## src/rtl/dsp_write_router_if.sv

```systemverilog
// ----------------------------------------------------------------------------
// dsp_write_router_if
// Bundles the host write stream, burst control and memory write ports of
// dsp_write_router.
//   slave  : router side (consumes host stream, drives memory writes)
//   master : host / environment side
// Signals:
//   wr_valid/wr_ready/wr_addr/wr_data  host write beat handshake
//   burst_start/burst_addr/burst_len   burst request, burst_done completion
//   cmd_lock                           command memories busy, stall cmd beats
//   cmd_we/cmd_waddr/cmd_wdata         command slice write port
//   env_we/env_waddr/env_wdata         element envelope write port
//   addr_err                           sticky dropped-beat flag
//   err_count                          only with DSP_WRITE_ROUTER_ERRCNT_EN
// ----------------------------------------------------------------------------
interface dsp_write_router_if #(
  parameter int ADDR_WIDTH      = 16,
  parameter int DATA_WIDTH      = 32,
  parameter int CMD_ADDR_WIDTH  = 8,
  parameter int MEM_TO_CMD      = 4,
  parameter int N_ELEM          = 3,
  parameter int ENV_ADDR_WIDTH  = 12,
  parameter int BURST_LEN_WIDTH = 12
);
  logic                       wr_valid;
  logic                       wr_ready;
  logic [ADDR_WIDTH-1:0]      wr_addr;
  logic [DATA_WIDTH-1:0]      wr_data;
  logic                       burst_start;
  logic [ADDR_WIDTH-1:0]      burst_addr;
  logic [BURST_LEN_WIDTH-1:0] burst_len;
  logic                       burst_done;
  logic                       cmd_lock;
  logic [MEM_TO_CMD-1:0]      cmd_we;
  logic [CMD_ADDR_WIDTH-1:0]  cmd_waddr;
  logic [DATA_WIDTH-1:0]      cmd_wdata;
  logic [N_ELEM-1:0]          env_we;
  logic [ENV_ADDR_WIDTH-1:0]  env_waddr;
  logic [DATA_WIDTH-1:0]      env_wdata;
  logic                       addr_err;
`ifdef DSP_WRITE_ROUTER_ERRCNT_EN
  logic [15:0]                err_count;
`endif

  modport slave (
`ifdef DSP_WRITE_ROUTER_ERRCNT_EN
    output err_count,
`endif
    input  wr_valid, wr_addr, wr_data, burst_start, burst_addr, burst_len, cmd_lock,
    output wr_ready, burst_done, cmd_we, cmd_waddr, cmd_wdata,
    output env_we, env_waddr, env_wdata, addr_err
  );

  modport master (
`ifdef DSP_WRITE_ROUTER_ERRCNT_EN
    input  err_count,
`endif
    output wr_valid, wr_addr, wr_data, burst_start, burst_addr, burst_len, cmd_lock,
    input  wr_ready, burst_done, cmd_we, cmd_waddr, cmd_wdata,
    input  env_we, env_waddr, env_wdata, addr_err
  );
endinterface

```

## src/rtl/dsp_write_router.sv

```systemverilog
// ----------------------------------------------------------------------------
// dsp_write_router
// Host-write front end for a multi-element DSP unit. Each accepted beat
// (single or auto-incrementing burst) is decoded into one command memory
// slice or one element envelope memory and issued one cycle later from a
// registered output stage. Command-space beats stall while cmd_lock is high;
// beats to reserved/out-of-range addresses are accepted, dropped and flagged.
// Ports:
//   i_clk    clock
//   i_reset  asynchronous, active-low reset
//   io_wr    dsp_write_router_if.slave (write stream, burst, memory ports)
// Optional feature macro: DSP_WRITE_ROUTER_ERRCNT_EN adds a saturating 16-bit
// err_count of dropped beats and ignored burst_start pulses.
// ----------------------------------------------------------------------------
module dsp_write_router #(
  parameter int ADDR_WIDTH      = 16,
  parameter int DATA_WIDTH      = 32,
  parameter int CMD_ADDR_WIDTH  = 8,
  parameter int MEM_TO_CMD      = 4,
  parameter int N_ELEM          = 3,
  parameter int ENV_ADDR_WIDTH  = 12,
  parameter int BURST_LEN_WIDTH = 12
) (
  input  logic              i_clk,
  input  logic              i_reset,
  dsp_write_router_if.slave io_wr
);

  localparam int SLW   = $clog2(MEM_TO_CMD);
  localparam int SLW_I = (SLW > 0) ? SLW : 1;
  // Bits strictly below the space select that must be zero in each space.
  localparam logic [ADDR_WIDTH-1:0] LOW_MASK = {1'b0, {(ADDR_WIDTH-1){1'b1}}};
  localparam logic [ADDR_WIDTH-1:0] CMD_RSV  = LOW_MASK & ({ADDR_WIDTH{1'b1}} << (CMD_ADDR_WIDTH + SLW));
  localparam logic [ADDR_WIDTH-1:0] ENV_RSV  = LOW_MASK & ({ADDR_WIDTH{1'b1}} << (ENV_ADDR_WIDTH + 2));

  typedef enum logic [0:0] {IDLE, BURST} state_t;

  function automatic logic [15:0] sat_add16(input logic [15:0] a, input logic [1:0] inc);
    logic [16:0] s;
    s = {1'b0, a} + {15'b0, inc};
    return s[16] ? 16'hFFFF : s[15:0];
  endfunction

  state_t                     r_state;
  logic [ADDR_WIDTH-1:0]      r_ptr;
  logic [BURST_LEN_WIDTH-1:0] r_rem;
  logic [MEM_TO_CMD-1:0]      r_cmd_we_p1;
  logic [CMD_ADDR_WIDTH-1:0]  r_cmd_waddr_p1;
  logic [DATA_WIDTH-1:0]      r_cmd_wdata_p1;
  logic [N_ELEM-1:0]          r_env_we_p1;
  logic [ENV_ADDR_WIDTH-1:0]  r_env_waddr_p1;
  logic [DATA_WIDTH-1:0]      r_env_wdata_p1;
  logic                       r_done_p1;
  logic                       r_addr_err;

  logic [ADDR_WIDTH-1:0]      w_addr;
  logic                       w_is_cmd;
  logic [SLW_I-1:0]           w_slice;
  logic [1:0]                 w_elem;
  logic [MEM_TO_CMD-1:0]      w_cmd_oh;
  logic [N_ELEM-1:0]          w_env_oh;
  logic                       w_ok;
  logic                       w_ready;
  logic                       w_accept;
  logic                       w_drop;
  logic                       w_ign;

  // Decode stage (combinational, current address)
  assign w_addr   = (r_state == BURST) ? r_ptr : io_wr.wr_addr;
  assign w_is_cmd = ~w_addr[ADDR_WIDTH-1];
  assign w_slice  = SLW_I'(w_addr >> CMD_ADDR_WIDTH) & SLW_I'(MEM_TO_CMD - 1);
  assign w_elem   = 2'(w_addr >> ENV_ADDR_WIDTH);
  assign w_cmd_oh = MEM_TO_CMD'(1) << w_slice;
  assign w_env_oh = N_ELEM'(1) << w_elem;
  assign w_ok     = w_is_cmd ? ((w_addr & CMD_RSV) == '0)
                             : (((w_addr & ENV_RSV) == '0) && (int'(w_elem) < N_ELEM));

  // A locked command space stalls the beat; invalid beats are still taken.
  assign w_ready  = i_reset & ~((r_state == IDLE) & io_wr.burst_start)
                            & ~(w_is_cmd & io_wr.cmd_lock);
  assign w_accept = io_wr.wr_valid & w_ready;
  assign w_drop   = w_accept & ~w_ok;
  assign w_ign    = (r_state == BURST) & io_wr.burst_start;

  // Output stage p1 and burst FSM
  always_ff @(posedge i_clk or negedge i_reset) begin
    if (!i_reset) begin
      r_state        <= IDLE;
      r_ptr          <= '0;
      r_rem          <= '0;
      r_cmd_we_p1    <= '0;
      r_cmd_waddr_p1 <= '0;
      r_cmd_wdata_p1 <= '0;
      r_env_we_p1    <= '0;
      r_env_waddr_p1 <= '0;
      r_env_wdata_p1 <= '0;
      r_done_p1      <= 1'b0;
      r_addr_err     <= 1'b0;
    end else begin
      r_cmd_we_p1 <= '0;
      r_env_we_p1 <= '0;
      r_done_p1   <= 1'b0;
      if (w_accept && w_ok) begin
        if (w_is_cmd) begin
          r_cmd_we_p1    <= w_cmd_oh;
          r_cmd_waddr_p1 <= w_addr[CMD_ADDR_WIDTH-1:0];
          r_cmd_wdata_p1 <= io_wr.wr_data;
        end else begin
          r_env_we_p1    <= w_env_oh;
          r_env_waddr_p1 <= w_addr[ENV_ADDR_WIDTH-1:0];
          r_env_wdata_p1 <= io_wr.wr_data;
        end
      end
      if (w_drop || w_ign) r_addr_err <= 1'b1;
      case (r_state)
        IDLE: begin
          if (io_wr.burst_start) begin
            if (io_wr.burst_len == '0) begin
              r_done_p1 <= 1'b1;
            end else begin
              r_ptr   <= io_wr.burst_addr;
              r_rem   <= io_wr.burst_len;
              r_state <= BURST;
            end
          end
        end
        BURST: begin
          // Dropped beats still consume a burst slot.
          if (w_accept) begin
            r_ptr <= r_ptr + ADDR_WIDTH'(1);
            r_rem <= r_rem - BURST_LEN_WIDTH'(1);
            if (r_rem == BURST_LEN_WIDTH'(1)) begin
              r_done_p1 <= 1'b1;
              r_state   <= IDLE;
            end
          end
        end
        default: r_state <= IDLE;
      endcase
    end
  end

`ifdef DSP_WRITE_ROUTER_ERRCNT_EN
  logic [15:0] r_err_cnt;

  always_ff @(posedge i_clk or negedge i_reset) begin
    if (!i_reset) r_err_cnt <= '0;
    else          r_err_cnt <= sat_add16(r_err_cnt, {1'b0, w_drop} + {1'b0, w_ign});
  end

  assign io_wr.err_count = r_err_cnt;
`endif

  assign io_wr.wr_ready   = w_ready;
  assign io_wr.burst_done = r_done_p1;
  assign io_wr.cmd_we     = r_cmd_we_p1;
  assign io_wr.cmd_waddr  = r_cmd_waddr_p1;
  assign io_wr.cmd_wdata  = r_cmd_wdata_p1;
  assign io_wr.env_we     = r_env_we_p1;
  assign io_wr.env_waddr  = r_env_waddr_p1;
  assign io_wr.env_wdata  = r_env_wdata_p1;
  assign io_wr.addr_err   = r_addr_err;

endmodule

```

## src/flat_wrapper.sv

```systemverilog
// flat-port wrapper written by rule: the top's interface ports become plain ports
module dsp_write_router_flat 
#(
  parameter int ADDR_WIDTH      = 16,
  parameter int DATA_WIDTH      = 32,
  parameter int CMD_ADDR_WIDTH  = 8,
  parameter int MEM_TO_CMD      = 4,
  parameter int N_ELEM          = 3,
  parameter int ENV_ADDR_WIDTH  = 12,
  parameter int BURST_LEN_WIDTH = 12
)
  (i_clk, i_reset, io_wr_wr_valid, io_wr_wr_addr, io_wr_wr_data, io_wr_burst_start, io_wr_burst_addr, io_wr_burst_len, io_wr_cmd_lock, io_wr_wr_ready, io_wr_burst_done, io_wr_cmd_we, io_wr_cmd_waddr, io_wr_cmd_wdata, io_wr_env_we, io_wr_env_waddr, io_wr_env_wdata, io_wr_addr_err);
  dsp_write_router_if #(.ADDR_WIDTH(ADDR_WIDTH), .DATA_WIDTH(DATA_WIDTH), .CMD_ADDR_WIDTH(CMD_ADDR_WIDTH), .MEM_TO_CMD(MEM_TO_CMD), .N_ELEM(N_ELEM), .ENV_ADDR_WIDTH(ENV_ADDR_WIDTH), .BURST_LEN_WIDTH(BURST_LEN_WIDTH)) io_wr_i ();
  input  logic i_clk;
  input  logic i_reset;
  input wire logic [$bits(io_wr_i.wr_valid)-1:0] io_wr_wr_valid;
  input wire logic [$bits(io_wr_i.wr_addr)-1:0] io_wr_wr_addr;
  input wire logic [$bits(io_wr_i.wr_data)-1:0] io_wr_wr_data;
  input wire logic [$bits(io_wr_i.burst_start)-1:0] io_wr_burst_start;
  input wire logic [$bits(io_wr_i.burst_addr)-1:0] io_wr_burst_addr;
  input wire logic [$bits(io_wr_i.burst_len)-1:0] io_wr_burst_len;
  input wire logic [$bits(io_wr_i.cmd_lock)-1:0] io_wr_cmd_lock;
  output wire logic [$bits(io_wr_i.wr_ready)-1:0] io_wr_wr_ready;
  output wire logic [$bits(io_wr_i.burst_done)-1:0] io_wr_burst_done;
  output wire logic [$bits(io_wr_i.cmd_we)-1:0] io_wr_cmd_we;
  output wire logic [$bits(io_wr_i.cmd_waddr)-1:0] io_wr_cmd_waddr;
  output wire logic [$bits(io_wr_i.cmd_wdata)-1:0] io_wr_cmd_wdata;
  output wire logic [$bits(io_wr_i.env_we)-1:0] io_wr_env_we;
  output wire logic [$bits(io_wr_i.env_waddr)-1:0] io_wr_env_waddr;
  output wire logic [$bits(io_wr_i.env_wdata)-1:0] io_wr_env_wdata;
  output wire logic [$bits(io_wr_i.addr_err)-1:0] io_wr_addr_err;
  assign io_wr_i.wr_valid = io_wr_wr_valid;
  assign io_wr_i.wr_addr = io_wr_wr_addr;
  assign io_wr_i.wr_data = io_wr_wr_data;
  assign io_wr_i.burst_start = io_wr_burst_start;
  assign io_wr_i.burst_addr = io_wr_burst_addr;
  assign io_wr_i.burst_len = io_wr_burst_len;
  assign io_wr_i.cmd_lock = io_wr_cmd_lock;
  assign io_wr_wr_ready = io_wr_i.wr_ready;
  assign io_wr_burst_done = io_wr_i.burst_done;
  assign io_wr_cmd_we = io_wr_i.cmd_we;
  assign io_wr_cmd_waddr = io_wr_i.cmd_waddr;
  assign io_wr_cmd_wdata = io_wr_i.cmd_wdata;
  assign io_wr_env_we = io_wr_i.env_we;
  assign io_wr_env_waddr = io_wr_i.env_waddr;
  assign io_wr_env_wdata = io_wr_i.env_wdata;
  assign io_wr_addr_err = io_wr_i.addr_err;
  dsp_write_router #(.ADDR_WIDTH(ADDR_WIDTH), .DATA_WIDTH(DATA_WIDTH), .CMD_ADDR_WIDTH(CMD_ADDR_WIDTH), .MEM_TO_CMD(MEM_TO_CMD), .N_ELEM(N_ELEM), .ENV_ADDR_WIDTH(ENV_ADDR_WIDTH), .BURST_LEN_WIDTH(BURST_LEN_WIDTH)) u_core (.i_clk(i_clk), .i_reset(i_reset), .io_wr(io_wr_i));
endmodule
```

## config.mk

```make
export PLATFORM = sky130hd
export DESIGN_NAME = dsp_write_router_flat
export DESIGN_NICKNAME = d
export VERILOG_FILES = /design/src/rtl/dsp_write_router_if.sv /design/src/rtl/dsp_write_router.sv /design/src/flat_wrapper.sv
export SDC_FILE = /design/constraint.sdc
export NUM_CORES = 1
export LEC_CHECK = 0
export BUFFER_PORTS_ARGS = -buffer_cell sky130_fd_sc_hd__buf_2
export CAP_MARGIN = 25
export CORE_ASPECT_RATIO = 0.7
export CORE_UTILIZATION = 30
export CTS_BUF_LIST = sky130_fd_sc_hd__clkbuf_16
export DETAILED_ROUTE_END_ITERATION = 7
export MAX_ROUTING_LAYER = met4
export PLACE_DENSITY_LB_ADDON = 0.25
export SLEW_MARGIN = 5
export SYNTH_ARGS = -nofsm -noshare
export SYNTH_HDL_FRONTEND = slang
export SYNTH_SLANG_ARGS = --single-unit
export TNS_END_PERCENT = 20
```

## constraint.sdc

```tcl
create_clock -name i_clk -period 5.7 [get_ports i_clk]
set_input_delay 0.285 -clock i_clk [delete_from_list [all_inputs] [get_ports i_clk]]
set_output_delay 0.285 -clock i_clk [all_outputs]
set_load 0.02 [all_outputs]
```

==> results.py, run 1 <==
metrics = {
    "floorplan": {
        "core-area_um2": 19100,
        "pin_count": 175,
        "row_count": 42,
        "die_h_um": 119,
        "dieArea_um2": 20200,
        "dieWidth_um": 169,
        "start_util_pct": 30.8,
    },
    "place": {
        "port_buffers": 174,
        "place_inst": 893,
        "gp_congestion": 0.790,
        "dp_hpwl_um": 11400,
    },
    "sta": {
        "setup_tns_ns": 0,
        "final_hold_viol_count": 0,
        "worst_slew_pin_slew_ns": 0.953,
        "maxSlewViolCount": 0,
        "finalSetupViolations": 0,
        "whs_ns": 0.115,
        "post-route-period-util_pct": 58.6,
        "rsz0062_at_grt": "false",
        "relSlewSlack_pct": 36.5,
        "fin_crit_ns": 3.34,
        "clock.fmax_mhz": 299,
        "skew_ns": 0.0100,
    },
    "worst_setup_path": {
        "cp-end-kind": "flop",
        "crit_chain": "dlygate4sd3_1 > buf_4 > and2_1 > nand4_1 > nor2_4 > buf_4 > mux2_2",
        "worstReg2RegStart": "u_core.r_state",
        "r2r_cells": 5,
        "cp_data_arrival_time_ns": 3.63,
        "crit_fanout": 61,
        "crit_type": "in -> reg",
        "cp_slowest_cell": "nor2_4",
        "worst_setup_path_start_kind": "input port",
        "max_stage_delay_ns": 0.70,
        "reg2reg_slack_ns": 2.89,
        "worstPathRequired_ns": 5.99,
        "timing.rr.end": "u_core.io_wr.env_wdata[30]",
        "path_common_cell": "buf_4",
    },
    "synth": {
        "syn_nets": 566,
        "avgSynthCellArea_um2": 12.2,
        "netlist_area_um2": 5880,
        "async_reset_ff_share_pct": 100,
        "ys_warn_count": 0,
        "synth_ff_type": "dfrtp_1",
        "synth-seq-area-share_pct": 51.9,
        "synth-edff-count": 0,
        "synth_cells": 482,
        "synth_cell_type_count": 54,
        "ys_ff_latch": 122,
    },
    "min_path": {
        "hold_end": "u_core.r_rem[9]",
        "hp-class": "in -> reg",
        "hp-start": "io_wr_burst_len[9]",
        "min_path_cells": 3,
    },
    "finish": {
        "nets": 733,
        "final_common_cell": "buf_2",
        "mostFrequentLayoutCells": "174 x buf_2, 121 x dfrtp_1, 58 x mux2_2",
        "drive_above_1_share_pct": 47.6,
        "stdcell_count": 927,
        "area_delta_synth_final_pct": 27.8,
    },
    "routing": {
        "drt_iter0_markers": 370,
        "drc": 0,
        "vias": 4638,
        "wl_um": 16100,
        "first_pass_iters": 5,
        "routedWlPerCell_um": 17.4,
        "antenna_left": 0,
        "routed_via_density": 5.00,
    },
    "global_routing": {
        "grtUsageTotal_pct": 17.3,
        "grt_pass1_wl_um": 26100,
        "grt.overflow.total": 0,
        "first_global_vias": 4709,
        "met2_usage_pct": 25.4,
        "grt.busiest_layer": "met2",
        "use_met3_pct": 3.92,
        "use_met1_pct": 23.5,
        "grt_max_degree": 65,
        "antenna_found_initial": 1,
    },
    "cts": {
        "clockBufferDepth": 2,
        "root_buffer": "clkbuf_16",
        "htreeDepth": 4,
        "clk_pin_slew_ns": 0.06,
        "cts_resized": 0,
        "clock_sinks": 122,
        "cts_inserted_buffers": 17,
        "clkLatencyLatePin_ns": 0.41,
        "cts_tree": "yes",
    },
    "run": {
        "max-cap-violations": 0,
    },
    "status": {
        "outcome": "completed",
    },
    "pwr": {
        "peakVddDrop_mv": 0.208,
        "p_seq_share_pct": 39.4,
        "power.total_uw": 2910,
        "p_comb_share_pct": 24.6,
        "p_int_uw": 1990,
        "clockPowerShare_pct": 35.9,
        "p_per_area_nw_per_um2": 388,
        "p_sw_share_pct": 31.6,
        "p_leak_uw": 0.00369,
        "switching_power_uw": 920,
    },
}
registers in the layout (all words and copies together), names as in the netlist:
signal                   flops
u_core.io_wr.env_wdata      32
u_core.io_wr.cmd_waddr       8
u_core.r_state               1
u_core.io_wr.addr_err        1
u_core.r_ptr                16
u_core.io_wr.env_waddr      12
u_core.io_wr.env_we          3
u_core.r_rem                12
u_core.io_wr.burst_done      1
u_core.io_wr.cmd_we          4
u_core.io_wr.cmd_wdata      32
stage by stage:
| stage | instance area, um2 | util, % | setup WS (ns) |
|---|---|---|---|
| 2_1_floorplan | 5880 | - | 3.58 |
| 3_3_place_gp | 6910 | 36.2 | 2.46 |
| 3_5_place_dp | 6930 | 36.3 | 2.40 |
| 4_1_cts | 7510 | 39.4 | 2.30 |
| 5_1_grt | 7510 | 39.4 | 2.06 |
| 6_report | 7510 | 39.4 | 2.36 |
synth_stat cells (3+ instances only):
cell | number | area share, %
mux2_4 | 36 | 9.2
o221a_2 | 3 | 0.57
nor2_1 | 29 | 1.9
a21oi_1 | 5 | 0.43
clkbuf_1 | 23 | 1.5
a31oi_1 | 4 | 0.43
o31ai_1 | 3 | 0.38
and3_1 | 9 | 0.96
mux2_2 | 58 | 11
a221o_1 | 4 | 0.68
nor3_1 | 18 | 1.5
a221oi_1 | 3 | 0.45
o211ai_1 | 4 | 0.51
inv_1 | 10 | 0.64
mux2i_1 | 7 | 1.2
buf_6 | 3 | 0.57
nand4_1 | 10 | 1.1
o21ai_0 | 18 | 1.5
nand2_1 | 19 | 1.2
dfrtp_1 | 122 | 52
buf_4 | 4 | 0.51
ha_1 | 3 | 0.64
nor3b_1 | 3 | 0.38
nand2b_1 | 4 | 0.43
a211oi_1 | 8 | 1.0
nor4_1 | 11 | 1.2
buf_12 | 3 | 1.0
nand3_1 | 20 | 1.7
layer usage:
metal | vias up | part of all wire, %
met5 | - | 0
met4 | 0 | 0.95
met3 | 11 | 5.6
met2 | 167 | 46
met1 | 2326 | 48
li1 | 2134 | -
kinds of logic after synthesis:
family / after synthesis / share of synthesized area [%]
AND/OR/NAND/NOR: 136 / 12.0
flip-flops: 122 / 51.9
multiplexers: 102 / 21.9
AO/OA/AOI/OAI: 76 / 9.38
buffers and inverters: 43 / 4.21
adder cells (fa/ha/maj): 3 / 0.638
final cells by class:
type                       count  area, um2
clock buffer                  17        425
multi-input combinational    317       2590
inverter                      10       37.5
sequential                   122       3050
timing repair buffer         181        926
tap                          264        330
antenna                        1       2.50
fill                        1839      11600
clock inverter                15        150
power by group through the flow:
stage	registers (uW)	logic [uW]	clock network (uW)
after floorplan	1310	297	0
after global placement	1150	712	0
after detailed placement	1160	722	0
after CTS	1150	726	1080
after global routing	1170	777	1120
final	1150	718	1050
critical path: cells and delay by family:
kind	cells	cell delay, ns
muxes	1	0.38
buffers and inverters	3	1.54
and+or+nand+nor	3	1.39
timing repair:
item                       CTS  global route
buffers inserted             0             0
hold buffers                 1             0
setup endpoints to repair    0             0
hold endpoints to repair    58             0
worst max path at each step:
stage	from	endpoint	slack, ns	cells after the start
global route	i_reset	u_core.io_wr.env_wdata[28]	2.06	7
floorplan	u_core.r_state	u_core.io_wr.cmd_wdata[0]	3.58	7
CTS	i_reset	u_core.io_wr.env_wdata[31]	2.30	7
finish	i_reset	u_core.io_wr.env_wdata[30]	2.36	7
detailed placement	i_reset	u_core.io_wr.env_wdata[30]	2.40	6
global placement	i_reset	u_core.io_wr.env_wdata[21]	2.46	6
Note: power is estimated with default switching activity, not from simulation.
==> inputs of run 2 (changes only) <==
clock period = 2.8 ns   (was 5.7 ns; I/O delays follow)
==> run 2 against run 1 <==
Against the previous run: clock power rose by 100%; register-to-register slack got worse by 2.6 ns; largest cell class unchanged; final area rose by 5.5%; routed wire length rose by 4.4%; critical path depth fell by 3; highest routed layer unchanged.
==> results.py, run 2 (synthesized netlist as in run 1, its figures left out) <==
metrics = {
    "finish": {
        "drive_above_1_share_pct": 45.5,
        "mostFrequentLayoutCells": "173 x buf_2, 121 x dfrtp_1, 58 x mux2_2",
        "area_delta_synth_final_pct": 34.8,
        "final_common_cell": "buf_2",
        "layout.core_utilization_pct": 41.6,
        "fin_area_um2": 7930,
        "nets": 774,
    },
    "global_routing": {
        "first_global_vias": 4719,
        "grtUsageTotal_pct": 17.5,
        "grt.overflow.total": 0,
        "grt_max_degree": 64,
        "grt_pass1_wl_um": 26400,
        "antenna_found_initial": 2,
    },
    "worst_setup_path": {
        "crit_type": "reg -> reg",
        "cp_slowest_cell": "or4_4",
        "crit_chain": "mux2i_4 > o211ai_1 > or4_4 > mux2_4",
        "cp-end-kind": "flop",
        "crit_buf_inv": 0,
        "max_stage_delay_ns": 0.89,
        "worst_setup_path_start_kind": "flop",
        "path_delay_family": "simple AND/OR/NAND/NOR gates",
        "worstPathRequired_ns": 3.08,
        "crit_fanout": 44,
        "cp_data_arrival_time_ns": 2.78,
    },
    "cts": {
        "root_buffer": "clkbuf_16",
        "clock_sinks": 122,
        "clk_pin_slew_ns": 0.06,
        "cts_tree": "yes",
        "clkLatencyLatePin_ns": 0.41,
        "htreeDepth": 4,
        "cts_resized": 0,
        "clockBufferDepth": 2,
        "cts_inserted_buffers": 17,
    },
    "floorplan": {
        "row_count": 42,
        "core-area_um2": 19100,
        "pin_count": 175,
        "dieArea_um2": 20200,
        "start_util_pct": 30.8,
        "dieWidth_um": 169,
        "die_h_um": 119,
    },
    "routing": {
        "antenna_left": 0,
        "drc": 0,
        "vias": 4843,
        "wl_um": 16800,
        "routedWlPerCell_um": 17.4,
        "routed_via_density": 5.00,
        "first_pass_iters": 5,
        "drt_iter0_markers": 345,
    },
    "sta": {
        "whs_ns": 0.0169,
        "rsz0062_at_grt": "false",
        "skew_ns": 0.00973,
        "relSlewSlack_pct": 44.4,
        "worst_slew_pin_slew_ns": 0.835,
        "fin_crit_ns": 2.50,
        "finalSetupViolations": 0,
        "final_hold_viol_count": 0,
        "post-route-period-util_pct": 89.3,
        "setup_tns_ns": 0,
        "maxSlewViolCount": 0,
        "clock.fmax_mhz": 400,
    },
    "place": {
        "port_buffers": 174,
        "dp_hpwl_um": 11500,
        "gp_congestion": 0.850,
        "placed_area_um2": 6980,
    },
    "pwr": {
        "power.total_uw": 5990,
        "p_leak_uw": 0.00387,
        "peakVddDrop_mv": 0.388,
        "p_per_area_nw_per_um2": 755,
    },
    "min_path": {
        "hp-class": "in -> reg",
    },
    "status": {
        "outcome": "completed",
    },
    "run": {
        "max-cap-violations": 0,
    },
}
==> run 2: repair_timing <==
item,4_1_cts,5_1_grt
endpoints found under the hold margin,141,0
hold buffers,37,0
buffers inserted,0,0
==> run 2: stage by stage <==
stage               worst slack (ns)  cells
floorplan                      0.676    482
global placement               0.378    898
detailed placement             0.337    898
CTS                            0.314    967
global route                   0.224    969
finish                         0.300    969
==> run 2: metal layers <==
metal  track usage [%]  vias to the layer above  routed length [um]  part of all wire [%]
li1                  -                     2209                   -                     -
met1              23.6                     2397                7740                    46
met3              4.45                       22                1170                   6.9
met5                 -                        -                   0                     0
met4              5.74                        0                 345                   2.0
met2              25.7                      215                7580                    45
==> run 2: power by group <==
group	internal [uW]	leakage (uW)	switching [uW]
registers	2100	0.00154	234
clock network	1310	0.000271	839
logic	692	0.00206	821
==> run 2: path summary, 6_finish.rpt <==
path | slack (ns) | cells after the start | from | to
max in group asynchronous | 1.75 | 3 | i_reset | u_core.r_state
min in group asynchronous | 0.48 | 3 | i_reset | u_core.r_rem[11]
max reg2reg | 0.30 | 4 | u_core.r_state | u_core.io_wr.cmd_wdata[15]
min | 0.02 | 2 | io_wr_burst_len[6] | u_core.r_rem[6]
min reg2reg | 0.46 | 2 | u_core.io_wr.addr_err | u_core.io_wr.addr_err
max | 0.30 | 4 | u_core.r_state | u_core.io_wr.cmd_wdata[15]
==> run 2: final cells by class <==
cell class / instances / area [um2]
Multi-Input combinational cell: 317 / 2590
Inverter: 10 / 37.5
Clock inverter: 15 / 151
Antenna cell: 2 / 5.00
Tap cell: 264 / 330
Fill cell: 1844 / 11100
Clock buffer: 17 / 425
Timing Repair Buffer: 222 / 1340
Sequential cell: 122 / 3050
